### src/rtl/toast_pkg.sv
// Shared types and constants for the toaster phase sequencer, its wrapper and bench decode.
package toast_pkg;

  // Encoding is visible on the ooState port, so the values are fixed.
  typedef enum logic [1:0] {
    IDLE      = 2'b00,
    WARMUP    = 2'b01,
    TOAST     = 2'b10,
    COOL_DOWN = 2'b11
  } state_t;

  // Config write targets; the fourth code is reserved and writes to it are dropped.
  localparam logic [1:0] CFG_WARM  = 2'b00;
  localparam logic [1:0] CFG_TOAST = 2'b01;
  localparam logic [1:0] CFG_COOL  = 2'b10;
  localparam logic [1:0] CFG_RSVD  = 2'b11;

endpackage

### src/rtl/toast_sequencer_if.sv
// Control, config and status signals of the toast sequencer, bundled for the block boundary.
interface toast_sequencer_if #(
  parameter int unsigned CNT_W = 8
);

  logic             iiStart;
  logic [1:0]       iiLevel;
  logic             iiAbort;
  logic             iiCfgWe;
  logic [1:0]       iiCfgSel;
  logic [CNT_W-1:0] iiCfgData;
  logic [1:0]       ooState;
  logic             ooHeater;
  logic             ooFan;
  logic             ooBusy;
  logic             ooDone;
  logic [CNT_W+1:0] ooRemaining;

  // Sequencer side.
  modport slave (
    input  iiStart, iiLevel, iiAbort, iiCfgWe, iiCfgSel, iiCfgData,
    output ooState, ooHeater, ooFan, ooBusy, ooDone, ooRemaining
  );

  // Controller / bench side.
  modport master (
    output iiStart, iiLevel, iiAbort, iiCfgWe, iiCfgSel, iiCfgData,
    input  ooState, ooHeater, ooFan, ooBusy, ooDone, ooRemaining
  );

endinterface

### src/rtl/phase_timer.sv
// Down-counter for one phase: loads a start count, then decrements to zero and holds there.
module phase_timer #(
  parameter int unsigned W = 10
) (
  input  logic         clk,
  input  logic         rst,
  input  logic         load,
  input  logic [W-1:0] load_val,
  output logic [W-1:0] count,
  output logic         zero
);

  logic [W-1:0] count_q;

  // Load wins over decrement; the count parks at zero between phases.
  always_ff @(posedge clk or posedge rst) begin
    if (rst) begin
      count_q <= '0;
    end else if (load) begin
      count_q <= load_val;
    end else if (count_q != '0) begin
      count_q <= count_q - W'(1);
    end
  end

  assign count = count_q;
  assign zero  = (count_q == '0);

endmodule

### src/rtl/toast_sequencer.sv
// Timed IDLE -> WARMUP -> TOAST -> COOL_DOWN controller driving heater and fan enables.
module toast_sequencer
  import toast_pkg::*;
#(
  parameter int unsigned CNT_W     = 8,
  parameter int unsigned WARM_DEF  = 4,
  parameter int unsigned TOAST_DEF = 6,
  parameter int unsigned COOL_DEF  = 3
) (
  input  logic            iiClk,
  input  logic            iiRst,
  toast_sequencer_if.slave bus
);

  localparam int unsigned TW = CNT_W + 2;
  typedef logic [TW-1:0] tcnt_t;

  logic [CNT_W-1:0] warm_q, toast_q, cool_q;
  state_t           state_q;
  logic [1:0]       level_q;
  logic             done_q;

  logic             tmr_load;
  tcnt_t            tmr_load_val;
  tcnt_t            tmr_count;
  logic             tmr_zero;
  tcnt_t            toast_len;

  // Timer start value for a phase of d cycles; a zero duration still lasts one cycle.
  function automatic tcnt_t first_count(input tcnt_t d);
    return (d == '0) ? '0 : d - tcnt_t'(1);
  endfunction

  // Toast length scales with darkness; TW bits hold 255*4 without wrapping.
  always_comb begin
    toast_len = tcnt_t'(toast_q) * tcnt_t'({1'b0, level_q} + 3'd1);
  end

  // Config registers; the load logic reads them before the write lands, so a same-edge
  // write to the loading phase only affects later loads.
  always_ff @(posedge iiClk or posedge iiRst) begin
    if (iiRst) begin
      warm_q  <= CNT_W'(WARM_DEF);
      toast_q <= CNT_W'(TOAST_DEF);
      cool_q  <= CNT_W'(COOL_DEF);
    end else if (bus.iiCfgWe) begin
      case (bus.iiCfgSel)
        CFG_WARM:  warm_q  <= bus.iiCfgData;
        CFG_TOAST: toast_q <= bus.iiCfgData;
        CFG_COOL:  cool_q  <= bus.iiCfgData;
        default:   ;
      endcase
    end
  end

  // Timer load on every phase entry, mirroring the FSM transitions below.
  always_comb begin
    tmr_load     = 1'b0;
    tmr_load_val = '0;
    case (state_q)
      IDLE: begin
        if (bus.iiStart && !bus.iiAbort) begin
          tmr_load     = 1'b1;
          tmr_load_val = first_count(tcnt_t'(warm_q));
        end
      end
      WARMUP: begin
        if (bus.iiAbort) begin
          tmr_load     = 1'b1;
          tmr_load_val = first_count(tcnt_t'(cool_q));
        end else if (tmr_zero) begin
          tmr_load     = 1'b1;
          tmr_load_val = first_count(toast_len);
        end
      end
      TOAST: begin
        if (bus.iiAbort || tmr_zero) begin
          tmr_load     = 1'b1;
          tmr_load_val = first_count(tcnt_t'(cool_q));
        end
      end
      default: ;
    endcase
  end

  // Phase FSM with the latched darkness level and the registered done pulse.
  always_ff @(posedge iiClk or posedge iiRst) begin
    if (iiRst) begin
      state_q <= IDLE;
      level_q <= 2'd0;
      done_q  <= 1'b0;
    end else begin
      done_q <= 1'b0;
      case (state_q)
        IDLE: begin
          if (bus.iiStart && !bus.iiAbort) begin
            state_q <= WARMUP;
            level_q <= bus.iiLevel;
          end
        end
        WARMUP: begin
          if (bus.iiAbort) begin
            state_q <= COOL_DOWN;
          end else if (tmr_zero) begin
            state_q <= TOAST;
          end
        end
        TOAST: begin
          if (bus.iiAbort || tmr_zero) begin
            state_q <= COOL_DOWN;
          end
        end
        COOL_DOWN: begin
          if (tmr_zero) begin
            state_q <= IDLE;
            done_q  <= 1'b1;
          end
        end
      endcase
    end
  end

  phase_timer #(
    .W(TW)
  ) u_timer (
    .clk      (iiClk),
    .rst      (iiRst),
    .load     (tmr_load),
    .load_val (tmr_load_val),
    .count    (tmr_count),
    .zero     (tmr_zero)
  );

  assign bus.ooState     = state_q;
  assign bus.ooHeater    = (state_q == WARMUP) || (state_q == TOAST);
  assign bus.ooFan       = (state_q == COOL_DOWN);
  assign bus.ooBusy      = (state_q != IDLE);
  assign bus.ooDone      = done_q;
  assign bus.ooRemaining = tmr_count;

endmodule

### src/flat_wrapper.sv
// flat-port wrapper written by rule: the top's interface ports become plain ports
module toast_sequencer_flat import toast_pkg::*;
#(
  parameter int unsigned CNT_W     = 8,
  parameter int unsigned WARM_DEF  = 4,
  parameter int unsigned TOAST_DEF = 6,
  parameter int unsigned COOL_DEF  = 3
)
  (iiClk, iiRst, bus_iiStart, bus_iiLevel, bus_iiAbort, bus_iiCfgWe, bus_iiCfgSel, bus_iiCfgData, bus_ooState, bus_ooHeater, bus_ooFan, bus_ooBusy, bus_ooDone, bus_ooRemaining);
  toast_sequencer_if #(.CNT_W(CNT_W)) bus_i ();
  input  logic iiClk;
  input  logic iiRst;
  input wire logic [$bits(bus_i.iiStart)-1:0] bus_iiStart;
  input wire logic [$bits(bus_i.iiLevel)-1:0] bus_iiLevel;
  input wire logic [$bits(bus_i.iiAbort)-1:0] bus_iiAbort;
  input wire logic [$bits(bus_i.iiCfgWe)-1:0] bus_iiCfgWe;
  input wire logic [$bits(bus_i.iiCfgSel)-1:0] bus_iiCfgSel;
  input wire logic [$bits(bus_i.iiCfgData)-1:0] bus_iiCfgData;
  output wire logic [$bits(bus_i.ooState)-1:0] bus_ooState;
  output wire logic [$bits(bus_i.ooHeater)-1:0] bus_ooHeater;
  output wire logic [$bits(bus_i.ooFan)-1:0] bus_ooFan;
  output wire logic [$bits(bus_i.ooBusy)-1:0] bus_ooBusy;
  output wire logic [$bits(bus_i.ooDone)-1:0] bus_ooDone;
  output wire logic [$bits(bus_i.ooRemaining)-1:0] bus_ooRemaining;
  assign bus_i.iiStart = bus_iiStart;
  assign bus_i.iiLevel = bus_iiLevel;
  assign bus_i.iiAbort = bus_iiAbort;
  assign bus_i.iiCfgWe = bus_iiCfgWe;
  assign bus_i.iiCfgSel = bus_iiCfgSel;
  assign bus_i.iiCfgData = bus_iiCfgData;
  assign bus_ooState = bus_i.ooState;
  assign bus_ooHeater = bus_i.ooHeater;
  assign bus_ooFan = bus_i.ooFan;
  assign bus_ooBusy = bus_i.ooBusy;
  assign bus_ooDone = bus_i.ooDone;
  assign bus_ooRemaining = bus_i.ooRemaining;
  toast_sequencer #(.CNT_W(CNT_W), .WARM_DEF(WARM_DEF), .TOAST_DEF(TOAST_DEF), .COOL_DEF(COOL_DEF)) u_core (.iiClk(iiClk), .iiRst(iiRst), .bus(bus_i));
endmodule
### config.mk
export PLATFORM = sky130hd
export DESIGN_NAME = toast_sequencer_flat
export DESIGN_NICKNAME = d
export VERILOG_FILES = /design/src/rtl/toast_pkg.sv /design/src/rtl/toast_sequencer_if.sv /design/src/rtl/phase_timer.sv /design/src/rtl/toast_sequencer.sv /design/src/flat_wrapper.sv
export SDC_FILE = /design/constraint.sdc
export NUM_CORES = 1
export LEC_CHECK = 0
export ABC_CLOCK_PERIOD_IN_PS = 7000
export BUFFER_PORTS_ARGS = -buffer_cell sky130_fd_sc_hd__buf_2
export CORE_MARGIN = 8
export CORE_UTILIZATION = 45
export CTS_CLUSTER_DIAMETER = 80
export CTS_CLUSTER_SIZE = 16
export DETAILED_ROUTE_END_ITERATION = 7
export SLEW_MARGIN = 25
export SYNTH_ARGS = -nofsm -noshare
export SYNTH_HDL_FRONTEND = slang
export SYNTH_SLANG_ARGS = --single-unit
### constraint.sdc
create_clock -name iiClk -period 7 [get_ports iiClk]
set_input_delay 1.4 -clock iiClk [delete_from_list [all_inputs] [get_ports iiClk]]
set_output_delay 1.4 -clock iiClk [all_outputs]
set_load 0.005 [all_outputs]
---- Yosys cells after proc, flatten, opt, wreduce, memory -nomap -nowiden ----
Index checks and enable logic that the tools add are counted.
cells by class
  equality and inequality tests ........... 9
  reductions and logical operators ........ 18
  $add $sub $neg .......................... 5
  $mul .................................... 1
  mux-type cells .......................... 22
operators with widths
  kind                                                  number
  2-to-1 mux 10 bit                                     9
  one-hot mux 10 bit (3 select lines)                   1
  zero test 10 bit                                      2
  subtractor 10 x 1 -> 10 bit (second input constant)   2
  subtractor 8 x 1 -> 9 bit (second input constant)     2
  zero test 8 bit                                       2
  multiplier 8 x 10 -> 10 bit                           1
  2-to-1 mux 2 bit                                      5
  nonzero test 10 bit                                   1
  one-hot mux 2 bit (4 select lines)                    1
  AND reduction 2 bit                                   4
  equality test 2 bit (second input constant)           3
  != test 2 x 1 -> 1 bit (second input constant)        3
  2-to-1 mux 1 bit                                      5
  equality test 2 x 1 -> 1 bit (second input constant)  2
  zero test 2 bit                                       2
  AND reduction 4 bit                                   1
  nonzero test 2 bit                                    2
  adder 2 x 1 -> 3 bit (second input constant)          1
  != test 3 x 2 -> 1 bit (second input constant)        1
  one-hot mux 1 bit (3 select lines)                    1
  logical OR 1 bit                                      2
  logical AND 1 bit                                     1
  zero test 1 bit                                       1
word-level totals
  output and inout port bits .............. 16
  input bits .............................. 17
  bits in registers ....................... 39

---- Logic depth before layout (Yosys ltp) ----
  word-level depth ........................ 8
  mapped depth ............................ 13
  mapped depth without buffers ............ 13

---- Modules after synthesis ----
Synthesis repeated with hierarchy kept, for this count alone.
second synthesis, totals
  cells, all modules ...................... 333
  area total of the unflattened synthesis .. 3143.0 um2
modules (own cells, without submodules)
  module           sequential area each (um2)  times used  area an instance (um2)  cells each
  toast_sequencer  732.0                       1           2449.8                  257
  phase_timer      250.2                       1           693.2                   76

---- Worst setup path before layout ----
OpenSTA, ideal clock, no wires.
  kind .................................... flip-flop to flip-flop
  start point ............................. register u_core.level_q[0]
  end point ............................... register u_core.u_timer.count_q[0], in the netlist u_core.u_timer.count[0]
  required time ........................... 6873 ps
  stages on the path, launching flop included .. 14
  arrival time ............................ 3446 ps
  buffers on the path ..................... 0
  setup slack ............................. 3426 ps
  path through ............................ dfrtp_1 > ha_1 > and2_1 > fa_1 > ha_1 > inv_1 > fa_1 > nand2b_1 > a211oi_2 > nor4_1 > a311oi_2 > a41oi_4 > a211oi_1 > a21oi_1
on the way
  longest elaborated chain between the ends .. 8
  elaborated cells on any way between the ends .. 9
  those cells by class .................... 2 x add/sub; 1 x mul; 5 x mux; 1 x reduce/logical
RTL lines
  element                                                          line                   source
  start: declaration                                               toast_sequencer.sv:20  logic [1:0] level_q;
  start signal: assignment                                         toast_sequencer.sv:98  level_q <= bus.iiLevel;
  adder 2 x 1 -> 3 bit *                                           toast_sequencer.sv:36  toast_len = tcnt_t'(toast_q) * tcnt_t'({1'b0, level_q} + 3'd1);
  multiplier 8 x 10 -> 10 bit *                                    toast_sequencer.sv:36
  subtractor 10 x 1 -> 10 bit or zero test 10 bit (tied branches)  toast_sequencer.sv:31  return (d == '0) ? '0 : d - tcnt_t'(1);
  2-to-1 mux 10 bit *                                              toast_sequencer.sv:31
  2-to-1 mux 10 bit *                                              toast_sequencer.sv:71  end else if (tmr_zero) begin
  2-to-1 mux 10 bit *                                              toast_sequencer.sv:68  if (bus.iiAbort) begin
  one-hot mux 10 bit (3 select lines) *                            toast_sequencer.sv:60  case (state_q)
  2-to-1 mux 10 bit *                                              phase_timer.sv:19      end else if (load) begin
  end signal: assignment                                           phase_timer.sv:20      count_q <= load_val;
  end signal: assignment                                           phase_timer.sv:22      count_q <= count_q - W'(1);
  end: declaration                                                 phase_timer.sv:13      logic [W-1:0] count_q;
Mark *: on every way between the ends. The rest lies on a longest branch, timed or not.
A chain may end at the register's enable or synchronous reset.

---- Final worst setup path ----
Ends and elaborated chain as after synthesis.

==> results.md <==
* Num ports at 33
* DR pass1 iterations at 4
* Slew margin rel. at 60.17%
* CTS Hold Bufs at 0
* LEAKAGE at 0.001595 uW
* Mean post-synth cell area at 9.674 sq um
* Post-CTS Setup Repair Bufs at 0
* Cell type with the largest total area after synthesis: dfrtp_1
* RSZ-0062 raised after global routing: no
* Post-Syn Instances at 313
* Mapped Nets at 356
* Die W at 98.03 microns
* Largest net degree at the start of global routing at 40
* DRC errors left at 0
* Flop2flop setup slack at 3180 ps
* Worst reg-to-reg path cell count at 13
* Longest Clk Path Bufs at 2
* GRT Total Usage at 13.94%
* First-pass GRT wire length at 11000 microns
* Clk sinks at 39
* Slew Limit Fails at 0
* Post-synth EDFFs at 0
* Max Freq at 261.5 MHz
* Synth top area cells: dfrtp_1 28%, mux2_2 8.9%, ha_1 7.9%
* Number of DRC markers in iteration 0 at 57
* Hold Path Sink: u_core.level_q[1]
* Root buf cell: clkbuf_8
* CTS tree: built
* GRT Residual Overflow at 0
* Slew @ Worst Pin at 597.4 ps
* Sequential element share of the synthesized area at 32.44%
* Pwr Total at 1567 uW
* Post-Route WL at 6499 microns
* Mapped Area at 3028 sq um
* Effective utilization at floorplan at 45.57%
* Crit path DAT at 4000 ps
* FP Rows at 30
* Initial antenna violation count at 0
* Critical path type: flop to flop
* Vias at 2321
* Share of cells above drive strength 1 at 25.64%
* Maxcap violations at 0
* Die height at 98.03 microns
* Yosys warnings at 0
* Antenna-violating nets left at 0
* Final #Nets at 393
* Via/cell ratio at 5.385
* Hold_sp: u_core.level_q[1]
* Drt wl/cell at 15.08 microns
* GPL Wtd Cong at 0.7559
* Register area at 982.2 sq um
* Cts bufs inserted at 5
* Vias in the first global route at 2343
* Util after Layout at 51.36%
* Asr flop ratio synth at 100.0%
* Final setup vio count at 0
* Area Overhead vs Synth at 12.69%
* Max IR drop VDD at 242.9 uV
* IO Port Bufs at 32
* Multi-input logic area at 1913 sq um
* Hold Path Class: flop to flop
* Netlist cell types at 60
* Worst r2r src: u_core.level_q[0]
* Core area at 6644 sq um
* Hold Path Depth at 1
* Share of the synthesized area in the top cell type at 28.10%
* Setup TNS at 0 ps
* CTS clk-pin slew, worst paths at 70 ps
* P per Cell Area at 459.4 nW/um^2
* Number of fill cells in the layout at 643
* Clock Latency Late Sink at 300 ps
* Crit Path Max Fanout at 10
* Run status: finished clean
* H-tree depth at 2
* Final count of hold timing violations at 0
* Minimum clock period at 3824 ps
* Ant diodes at 0
* R2r endpoint: u_core.u_timer.count[0]
* Die ar. at 9610 sq um
* Final Cycle Share at 54.63%
* Post-CTS resize count at 0
* Required time of the critical path at 7180 ps
* Worst setup SP type: flop
* Skew final at 6.894 ps
* Synth Register Bits at 39
* Setup crit end kind: flop
* Predominant post-synthesis flop cell: dfrtp_1
* DP HPWL at 5230 microns
-- flip-flops by register name (all words and copies together) (netlist names) --
name,flops
u_core.bus.ooDone,1
u_core.bus.ooState,2
u_core.cool_q,8
u_core.level_q,2
u_core.toast_q,8
u_core.u_timer.count,10
u_core.warm_q,8
-- how the worst max path moves through the flow --
stage | start | end | depth (start not counted)
5_1_grt | u_core.level_q[0] | u_core.u_timer.count[0] | 12
3_5_place_dp | u_core.level_q[0] | u_core.u_timer.count[0] | 13
6_report | u_core.level_q[0] | u_core.u_timer.count[0] | 13
4_1_cts | u_core.level_q[0] | u_core.u_timer.count[0] | 13
2_1_floorplan | u_core.level_q[0] | u_core.u_timer.count[0] | 13
3_3_place_gp | u_core.level_q[0] | u_core.u_timer.count[0] | 13
-- synthesized netlist by cell type (2+ instances only) --
cell type	count
dfrtp_1	34
inv_1	28
nand2_1	26
mux2_2	24
a21oi_1	22
ha_1	19
nor2_1	16
xnor2_1	12
o21ai_0	11
xor2_1	11
nor3_1	10
nand2b_1	9
nand3_1	8
fa_1	7
a21o_1	6
and2_1	5
dfstp_2	5
o221ai_1	5
nor2b_1	4
a31oi_1	3
nand3b_1	3
nor3b_1	3
mux2i_1	2
nor4_1	2
o22ai_1	2
or2_2	2
-- cell families (layout without fill, tap and decap cells) --
| family | after synthesis | count (layout) | share of synthesized area (%) |
|---|---|---|---|
| AO/OA/AOI/OAI | 63 | 63 | 15.08 |
| XOR/XNOR | 23 | 23 | 6.653 |
| adder cells (fa/ha/maj) | 26 | 26 | 12.48 |
| buffers and inverters | 32 | 70 | 4.380 |
| flip-flops | 39 | 39 | 32.44 |
| multiplexers | 26 | 26 | 9.587 |
| AND/OR/NAND/NOR | 104 | 104 | 19.38 |
-- placed cells by master (no fill, tap or decap), types with 2 or more instances in the layout --
cell       synthesis  routed
a21o_1             6       6
a21oi_1           22      22
a31oi_1            3       3
and2_1             5       5
buf_2              1      32
buf_4              0       2
bufinv_16          0       2
clkbuf_8           0       5
dfrtp_1           34      34
dfstp_2            5       5
fa_1               7       7
ha_1              19      19
inv_1             28      28
mux2_2            24      24
mux2i_1            2       2
nand2_1           26      26
nand2b_1           9       9
nand3_1            8       8
nand3b_1           3       3
nor2_1            16      16
nor2b_1            4       4
nor3_1            10      10
nor3b_1            3       3
nor4_1             2       2
o21ai_0           11      11
o221ai_1           5       5
o22ai_1            2       2
or2_2              2       2
xnor2_1           12      12
xor2_1            11      11
-- worst max-delay path: stages, from the launching register on --
cell      delay (ps)
dfrtp_1          460
ha_1             420
and2_1           210
fa_1             500
ha_1             160
inv_1             50
fa_1             380
nand2b_1         180
a211oi_2         250
nor4_1            90
a311oi_2         410
a41oi_4          250
a211oi_1         280
a21oi_1           60
-- final cells by class --
class,instances,area share (%)
well taps,80,2.934
repair buffers,34,5.134
multi-input cells,242,56.07
clock inverters,3,1.980
flip-flops and latches,39,28.79
inverters,28,3.080
clock buffers,5,2.017
-- per-stage QoR --
| stage | worst slack, ps | area, sq um | hold WS, ps | cells |
|---|---|---|---|---|
| after detailed placement | 3171 | 3276 | 508.5 | 423 |
| after global placement | 3272 | 3276 | 506.9 | 423 |
| after global routing | 2853 | 3412 | 537.7 | 431 |
| final | 3176 | 3412 | 524.8 | 431 |
| after floorplan | 3426 | 3028 | 483.5 | 313 |
| after CTS | 3167 | 3412 | 525.4 | 431 |
-- power by group --
group / total, uW / leakage (uW) / internal, uW / switching, uW
Sequential: 374 / 0.000462 / 296 / 78.3
Combinational: 968 / 0.00107 / 418 / 549
Clock: 226 / 0.0000644 / 142 / 83.5
Total: 1570 / 0.00159 / 856 / 711
-- per-layer routing --
layer / track usage (%) / share of wire [%] / up-vias
li1: - / - / 1178
met3: 3.627 / 4.6 / 10
met5: 0 / 0 / -
met2: 22.60 / 46 / 43
met1: 17.34 / 48 / 1090
met4: 5.156 / 1.5 / 0
Power figures use the tool's default switching activity.
